**config.mk**
```make
export PLATFORM = sky130hd
export DESIGN_NAME = multicycle_sequencer
export DESIGN_NICKNAME = d
export VERILOG_FILES = /design/src/rtl/multicycle_sequencer_pkg.sv /design/src/rtl/multicycle_sequencer_mem_watchdog.sv /design/src/rtl/multicycle_sequencer.sv
export SDC_FILE = /design/constraint.sdc
export NUM_CORES = 1
export LEC_CHECK = 0
export ABC_AREA = 0
export CORE_MARGIN = 2
export CORE_UTILIZATION = 49
export CTS_BUF_LIST = sky130_fd_sc_hd__clkbuf_4 sky130_fd_sc_hd__clkbuf_8 sky130_fd_sc_hd__clkbuf_16
export DETAILED_ROUTE_END_ITERATION = 6
export GPL_TIMING_DRIVEN = 0
export PLACE_DENSITY = 0.8
export SYNTH_ARGS = -nofsm -noshare
export SYNTH_HDL_FRONTEND = slang
export SYNTH_SLANG_ARGS = --single-unit
```
**constraint.sdc**
```tcl
create_clock -name clk -period 2.47 [get_ports clk]
set_input_delay 0.3705 -clock clk [delete_from_list [all_inputs] [get_ports clk]]
set_output_delay 0.3705 -clock clk [all_outputs]
set_load 0.01 [all_outputs]
```
**src/rtl/multicycle_sequencer_pkg.sv**
```systemverilog
// Shared state encodings and PC-select constants for the multicycle sequencer.
package multicycle_sequencer_pkg;

   typedef enum logic [2:0] {
      ST_FETCH  = 3'd0,
      ST_DECODE = 3'd1,
      ST_EXEC   = 3'd2,
      ST_MEM    = 3'd3,
      ST_WB     = 3'd4,
      ST_HALT   = 3'd5
   } state_t;

   localparam logic PC_SEL_SEQ = 1'b0;
   localparam logic PC_SEL_TGT = 1'b1;

endpackage

```
**src/rtl/multicycle_sequencer_mem_watchdog.sv**
```systemverilog
// Wait-cycle counter shared by the instruction and data memory handshakes.
// Pulses timeout on the LIMIT-th consecutive waiting cycle; LIMIT=0 disables it.
module multicycle_sequencer_mem_watchdog #(
   parameter int LIMIT = 16
) (
   input  logic clk,
   input  logic rst,
   input  logic clr,
   input  logic en,
   output logic timeout
);

   localparam int CW = (LIMIT > 1) ? $clog2(LIMIT) : 1;

   logic [CW-1:0] cnt;

   always_ff @(posedge clk) begin
      if (rst || clr) begin
         cnt <= '0;
      end else if (en) begin
         cnt <= cnt + CW'(1);
      end
   end

   generate
      if (LIMIT > 0) begin : g_limit
         assign timeout = en && (cnt == CW'(LIMIT - 1));
      end else begin : g_off
         assign timeout = 1'b0;
      end
   endgenerate

endmodule

```
**src/rtl/multicycle_sequencer.sv**
```systemverilog
// FETCH/DECODE/EXEC/MEM/WB controller with req/ready memory handshakes and a wait watchdog.
// Optional performance counters are compiled in with MCSEQ_PERF_CNT_EN.
module multicycle_sequencer
   import multicycle_sequencer_pkg::*;
#(
   parameter int STATE_W     = 3,
   parameter int MEM_TIMEOUT = 16
`ifdef MCSEQ_PERF_CNT_EN
   ,
   parameter int CNT_W       = 32
`endif
) (
   input  logic               clk,
   input  logic               rst,
   input  logic               is_load,
   input  logic               is_store,
   input  logic               is_branch,
   input  logic               is_jal,
   input  logic               is_jalr,
   input  logic               is_system,
   input  logic               branch_taken,
   input  logic               imem_ready,
   input  logic               dmem_ready,
   output logic               imem_req,
   output logic               dmem_req,
   output logic               dmem_we,
   output logic               ir_we,
   output logic               pc_we,
   output logic               pc_sel,
   output logic               reg_we,
   output logic               halted,
   output logic               mem_err,
   output logic [STATE_W-1:0] state
`ifdef MCSEQ_PERF_CNT_EN
   ,
   output logic [CNT_W-1:0]   cycle_cnt,
   output logic [CNT_W-1:0]   instret_cnt
`endif
);

   state_t cur;
   logic   jump_tgt;
   logic   waiting;
   logic   timeout;
   logic   mem_done;
   logic   br_cls;

   // Only one memory wait can be active at a time, so one counter serves both.
   assign waiting = ((cur == ST_FETCH) && imem_req && !imem_ready) ||
                    ((cur == ST_MEM)   && dmem_req && !dmem_ready);

   multicycle_sequencer_mem_watchdog #(
      .LIMIT (MEM_TIMEOUT)
   ) u_wdog (
      .clk     (clk),
      .rst     (rst),
      .clr     (!waiting),
      .en      (waiting),
      .timeout (timeout)
   );

   assign br_cls   = !is_load && !is_store && is_branch;
   assign mem_done = (cur == ST_MEM) && dmem_req && dmem_ready;
   assign ir_we    = (cur == ST_FETCH) && imem_req && imem_ready;
   assign reg_we   = (cur == ST_WB);
   assign pc_we    = ((cur == ST_EXEC) && br_cls) || (mem_done && dmem_we) || (cur == ST_WB);
   assign pc_sel   = ((cur == ST_EXEC) && br_cls) ? (branch_taken ? PC_SEL_TGT : PC_SEL_SEQ) :
                     ((cur == ST_WB) && jump_tgt) ? PC_SEL_TGT : PC_SEL_SEQ;
   assign state    = STATE_W'(cur);

   // Requests are registered so they are low throughout reset and rise one cycle after it.
   always_ff @(posedge clk) begin
      if (rst) begin
         cur      <= ST_FETCH;
         imem_req <= 1'b0;
         dmem_req <= 1'b0;
         dmem_we  <= 1'b0;
         jump_tgt <= 1'b0;
         halted   <= 1'b0;
         mem_err  <= 1'b0;
      end else begin
         case (cur)
            ST_FETCH: begin
               if (imem_req && imem_ready) begin
                  imem_req <= 1'b0;
                  cur      <= ST_DECODE;
               end else if (timeout) begin
                  imem_req <= 1'b0;
                  halted   <= 1'b1;
                  mem_err  <= 1'b1;
                  cur      <= ST_HALT;
               end else begin
                  imem_req <= 1'b1;
               end
            end
            ST_DECODE: begin
               if (is_system) begin
                  halted <= 1'b1;
                  cur    <= ST_HALT;
               end else begin
                  cur <= ST_EXEC;
               end
            end
            ST_EXEC: begin
               jump_tgt <= !is_load && !is_store && !is_branch && (is_jal || is_jalr);
               if (is_load || is_store) begin
                  dmem_req <= 1'b1;
                  dmem_we  <= !is_load;
                  cur      <= ST_MEM;
               end else if (is_branch) begin
                  imem_req <= 1'b1;
                  cur      <= ST_FETCH;
               end else begin
                  cur <= ST_WB;
               end
            end
            ST_MEM: begin
               if (dmem_ready) begin
                  dmem_req <= 1'b0;
                  dmem_we  <= 1'b0;
                  imem_req <= dmem_we;
                  cur      <= dmem_we ? ST_FETCH : ST_WB;
               end else if (timeout) begin
                  dmem_req <= 1'b0;
                  dmem_we  <= 1'b0;
                  halted   <= 1'b1;
                  mem_err  <= 1'b1;
                  cur      <= ST_HALT;
               end
            end
            ST_WB: begin
               imem_req <= 1'b1;
               cur      <= ST_FETCH;
            end
            ST_HALT: begin
               imem_req <= 1'b0;
               dmem_req <= 1'b0;
               dmem_we  <= 1'b0;
            end
            default: begin
               imem_req <= 1'b0;
               dmem_req <= 1'b0;
               dmem_we  <= 1'b0;
               halted   <= 1'b1;
               mem_err  <= 1'b0;
               cur      <= ST_HALT;
            end
         endcase
      end
   end

`ifdef MCSEQ_PERF_CNT_EN
   always_ff @(posedge clk) begin
      if (rst) begin
         cycle_cnt   <= '0;
         instret_cnt <= '0;
      end else begin
         if (cur != ST_HALT) cycle_cnt <= cycle_cnt + CNT_W'(1);
         if (pc_we) instret_cnt <= instret_cnt + CNT_W'(1);
      end
   end
`endif

endmodule

```
Yosys cells after proc, flatten, opt, wreduce, memory -nomap -nowiden --
Cells that the tools add are included.
Word-level totals: bits in registers 13, latch bits 0, bits in writable memories 0, bits in read-only memories 0, input port bits 11, output and inout port bits 12, word-level logic and storage cells 94, memories 0
Cells by class: add/subtract/negate cells 1, multipliers 0, div/mod/pow operators 0, magnitude comparators 0, eq/ne operators 14, shift operators 0, muxes and demuxes 32, bitwise logic cells 4, reductions and logical operators 35
Operators with widths (number):
- two-way mux 3 bit | 7
- two-way mux 1 bit | 19
- one-hot mux 3 bit (6 select lines) | 1
- logical AND 1 bit | 15
- != test 2 bit (second input constant) | 6
- one-hot mux 1 bit (3 select lines) | 3
- AND reduction 4 bit | 2
- == test 3 x 2 -> 1 bit (second input constant) | 2
- == test 3 bit (second input constant) | 2
- zero test 1 bit | 6
- logical OR 1 bit | 6
- AND reduction 3 bit | 2
- OR reduction 3 bit | 2
- one-hot mux 1 bit (5 select lines) | 1
- adder 4 x 1 -> 4 bit (second input constant) | 1
- == test 4 bit (second input constant) | 1
- NOT 1 bit | 4
- one-hot mux 1 bit (4 select lines) | 1
- OR reduction 4 bit | 1
- == test 3 x 1 -> 1 bit (second input constant) | 1
- zero test 3 bit | 1
- != test 3 bit (second input constant) | 1
- != test 2 x 1 -> 1 bit (second input constant) | 1

Longest topological paths before layout --
word-level depth 8, gate-level depth with buffers 6, depth with buffers taken out 5

By module --
A second synthesis with hierarchy kept.
Unflattened totals: cells, all modules 105, area total of the unflattened synthesis 817.0 sq um
Modules (own cells, without submodules):
- multicycle_sequencer | instances 1, cells an instance 88, area an instance 630.6 sq um, seq. area each 180.2 sq um
- multicycle_sequencer_mem_watchdog | instances 1, cells an instance 17, area an instance 186.4 sq um, seq. area each 80.1 sq um

Worst setup path after synthesis --
OpenSTA, ideal clock, no wires.
path type register to output, start point reg cur[1] (netlist: state[1]), end point out pc_we, arrival time 1.399 ns, data required time 2.099 ns, path slack 0.701 ns, cell stages (with the launch flop) 5, buffers on the path 2, cell sequence dfxtp_1 -> clkbuf_1 -> buf_2 -> mux2_2 -> o22ai_1
Between the ends: word-level cells in the longest chain between the ends 6, elaborated cells on any way between the ends 9, classes of those cells 3 x eq/ne; 6 x reduce/logical
Ends and longest elaborated chain:
- start: declaration | line multicycle_sequencer.sv:41 | state_t cur;
- start signal: assignment | line multicycle_sequencer.sv:122 | cur <= dmem_we ? ST_FETCH : ST_WB;
- == test 3 x 2 -> 1 bit | line multicycle_sequencer.sv:63 | assign mem_done = (cur == ST_MEM) && dmem_req && dmem_ready;
- logical AND 1 bit (2 in series) | line multicycle_sequencer.sv:63
- logical AND 1 bit | line multicycle_sequencer.sv:66 | assign pc_we = ((cur == ST_EXEC) && br_cls) || (mem_done && dmem_we) || (cur == ST_WB);
- logical OR 1 bit | line multicycle_sequencer.sv:66
- logical OR 1 bit (*) | line multicycle_sequencer.sv:66
- end: declaration | line multicycle_sequencer.sv:28 | output logic pc_we,
Every way passes the cells marked *; elsewhere a longest branch is shown, timed or not.

Worst setup path in the final report --
start point reg cur[2] (netlist: state[2]), end point out ir_we
Between the ends: word-level cells in the longest chain between the ends 3
Ends and longest elaborated chain:
- zero test 3 bit | line multicycle_sequencer.sv:64 | assign ir_we = (cur == ST_FETCH) && imem_req && imem_ready;
- logical AND 1 bit (2 in series) | line multicycle_sequencer.sv:64
- end: declaration | line multicycle_sequencer.sv:27 | output logic ir_we,
No other way between the ends.

==> out/results.tsv <==
stage	metric	value	unit
outcome	status	finished clean	
timing	worst hold margin	460	ps
clocking	worst skew pair latency	290	ps
power	Leak Pwr	0.379	nW
synthesis	Synth area leaders	dfxtp_1, nand2_1, nor2_1, o21ai_0, a21oi_1	
place	Detail Placement HPWL	1.52	mm
floorplan	Die X	44.9	µm
global_routing	initial antenna violation count	0	
power	switching portion of total power	31.8	%
synthesis	Syn Std Cell Area	818	µm²
layout	ANT cells	0	
timing	Period Utilization, post-route	95.9	%
synthesis	post-synthesis simple-gate area fraction	25.7	%
synthesis	post-synthesis register bit count	13	
synthesis	largest area contributor in the netlist	dfxtp_1	
floorplan	DIE AREA	2010	µm²
timing	RSZ-0062 raised after global routing	false	
synthesis	Mapped Nets	114	
timing	final hold vios	0	
timing	Rel. slew slack	66.3	%
floorplan	# rows	14	
clocking	Clock Pin Slew Worst Setup and Hold Paths	90	ps
route	post-route ant nets	0	
clocking	TritonCTS clock tree	yes	
layout	post-layout util	71.6	%
global_routing	first-pass GRT wire length	3.49	mm
power	Design Power	0.557	mW
layout	area delta synth->final	34.9	%
power	PD cells	505	nW/µm²
timing	Slew @ Worst Pin	505	ps
worst_setup_path	critical path launch point type	flip-flop	
route	WL/cell	14.3	µm
synthesis	post-synthesis sequential area ratio	31.8	%
place	routability cong.	0.830	
power	Max VDD drop	0.399	mV
timing	Final setup viols	0	
place	port bufs	22	
power	power share of the sequential group	42.2	%
synthesis	post-synthesis compound-gate area fraction	29.5	%
timing	Final Skew	7.19	ps
synthesis	EDFF count, synth	0	
route	Remaining DRCs	0	
min_path	min-delay worst type	flip-flop to flip-flop	
floorplan	I/O Pins	23	
clocking	# H-tree levels	1	
worst_setup_path	worst setup path class	flip-flop to output pin	
synthesis	average instance area after synthesis	8.02	µm²
floorplan	Starting Density	53.1	%
route	Starting DRT DRC Count	38	
synthesis	proportion of synthesized area in mux cells	2.75	%
route	drt first pass iters	4	
global_routing	largest net degree at the start of global routing	11	
power	Comb pwr share	32.7	%
synthesis	area share of the largest cell type after synthesis	31.8	%
timing	fin crit period	2370	ps
synthesis	FFs w/ async S/R, synth	0	%
global_routing	vias in the first global route	795	
layout	commonest cells after routing, fill and taps aside	clkdlybuf4s50_1, dfxtp_1, nand2_1	
synthesis	main combinational cell family by area after synthesis	compound AO/OA/AOI/OAI gates	
synthesis	most used flip-flop cell after synthesis	dfxtp_1	
global_routing	total grt overflow	0	
timing	Final Max Tran Viols	0	
power	Clk pwr share	25.1	%
worst_setup_path	crit-path max FO	9	
floorplan	core area	1540	µm²
clocking	CTS Buf Count	3	
worst_setup_path	Req. time, crit path	2100	ps
power	Sw Pwr	0.177	mW
synthesis	Syn Inst Count	102	
route	vias per cell	5.90	
synthesis	area share of fa/ha/maj cells after synthesis	1.53	%
route	routed via count	856	
layout	commonest non-fill, non-tap cell in the layout	clkdlybuf4s50_1	
synthesis	Post-Synth XOR/XNOR Area	2.14	%
clocking	clock buffer depth	2	
timing	setup TNS	0	ps
power	Cell Int Power	0.380	mW
worst_setup_path	Arrival @ worst endpoint	2000	ps
clocking	Root Buffer	clkbuf_4	
layout	fin nets	142	
worst_setup_path	Critical Path End Type	output pin	
floorplan	die height	44.9	µm
run	number of max-cap violations	0	
clocking	CTS sink count	13	
timing	Fmax achieved	422	MHz
route	Detailed Route WL	2.08	mm
synthesis	synth warn	0	
layout	fraction of layout cells with a size suffix above 1	16.3	%
synthesis	Netlist cell types	41	
global_routing	Tot GR Track Use	23.5	%
[worst max-delay path: stages, from the launching register on]
cell             delay, ps
dfxtp_1                320
clkbuf_1               210
or4b_4                 540
nor2_1                 100
clkdlybuf4s50_1        540
[final cells by class]
type	instances	area [µm²]
Tap cell	16	20.0
Timing Repair Buffer	23	226
Fill cell	140	438
Clock buffer	3	22.5
Inverter	5	18.8
Sequential cell	13	260
Clock inverter	1	5.00
Buffer	7	38.8
Multi-Input combinational cell	77	512
[synthesized netlist by cell type, drive strengths merged (2+ instances only)]
master and count:
nor3b 3, a21oi 6, clkbuf 5, or2 5, buf 2, nand2b 3
nand3 2, nor2 10, inv 5, nand2 10, mux2 2, dfxtp 13
a221oi 3, o21ai 7, a211oi 3, nor2b 2
[path summary, 6_finish.rpt]
kind	startpoint	endpoint	slack [ps]	cells past startpoint
hold / removal	u_wdog.cnt[0]	u_wdog.cnt[0]	460	1
hold reg to reg	u_wdog.cnt[0]	u_wdog.cnt[0]	460	1
setup / recovery	state[2]	ir_we	100	4
setup reg to reg	state[2]	mem_err	660	5
[layer usage]
metal / wire (µm) / GRT usage [%] / up-vias
li1: - / - / 425
met1: 940 / 30.0 / 399
met2: 991 / 38.6 / 27
met3: 107 / 4.00 / 5
met4: 39 / 10.6 / 0
met5: 0 / 0 / -
[stage by stage]
| stage | worst slack (ps) | instances | instance area [µm²] |
|---|---|---|---|
| 2_1_floorplan | 701 | 102 | 818 |
| 3_3_place_gp | -199 | 140 | 1060 |
| 3_5_place_dp | -199 | 140 | 1060 |
| 4_1_cts | 65.9 | 145 | 1100 |
| 5_1_grt | 24.7 | 145 | 1100 |
| 6_report | 101 | 145 | 1100 |
[flip-flops by register name (all words and copies together) (netlist names)]
name and flops:
mem_err 1, halted 1, u_wdog.cnt 4, imem_req 1, state 3, dmem_we 1, dmem_req 1, jump_tgt 1
[power by group through the flow]
| stage | Sequential, mW | Combinational (mW) | Clock, mW |
|---|---|---|---|
| 5_1_grt | 0.236 | 0.198 | 0.148 |
| 3_3_place_gp | 0.238 | 0.175 | 0 |
| 6_report | 0.235 | 0.182 | 0.140 |
| 2_1_floorplan | 0.243 | 0.104 | 0 |
| 3_5_place_dp | 0.240 | 0.177 | 0 |
| 4_1_cts | 0.235 | 0.180 | 0.143 |
[repair_timing]
item                       4_1_cts  5_1_grt
resized for setup                4        1
pin swaps                        1        0
setup endpoints to repair        1        1
setup buffers                    1        0
hold buffers                     0        0
[kinds of logic after synthesis]
kind of cell | after synthesis
and+or+nand+nor | 39
AOI/OAI and AO/OA | 33
DFF | 13
buffers and inverters | 12
xor gates and xnor gates | 2
muxes | 2
adders and majority gates | 1
Note: power is estimated with default switching activity, not from simulation.
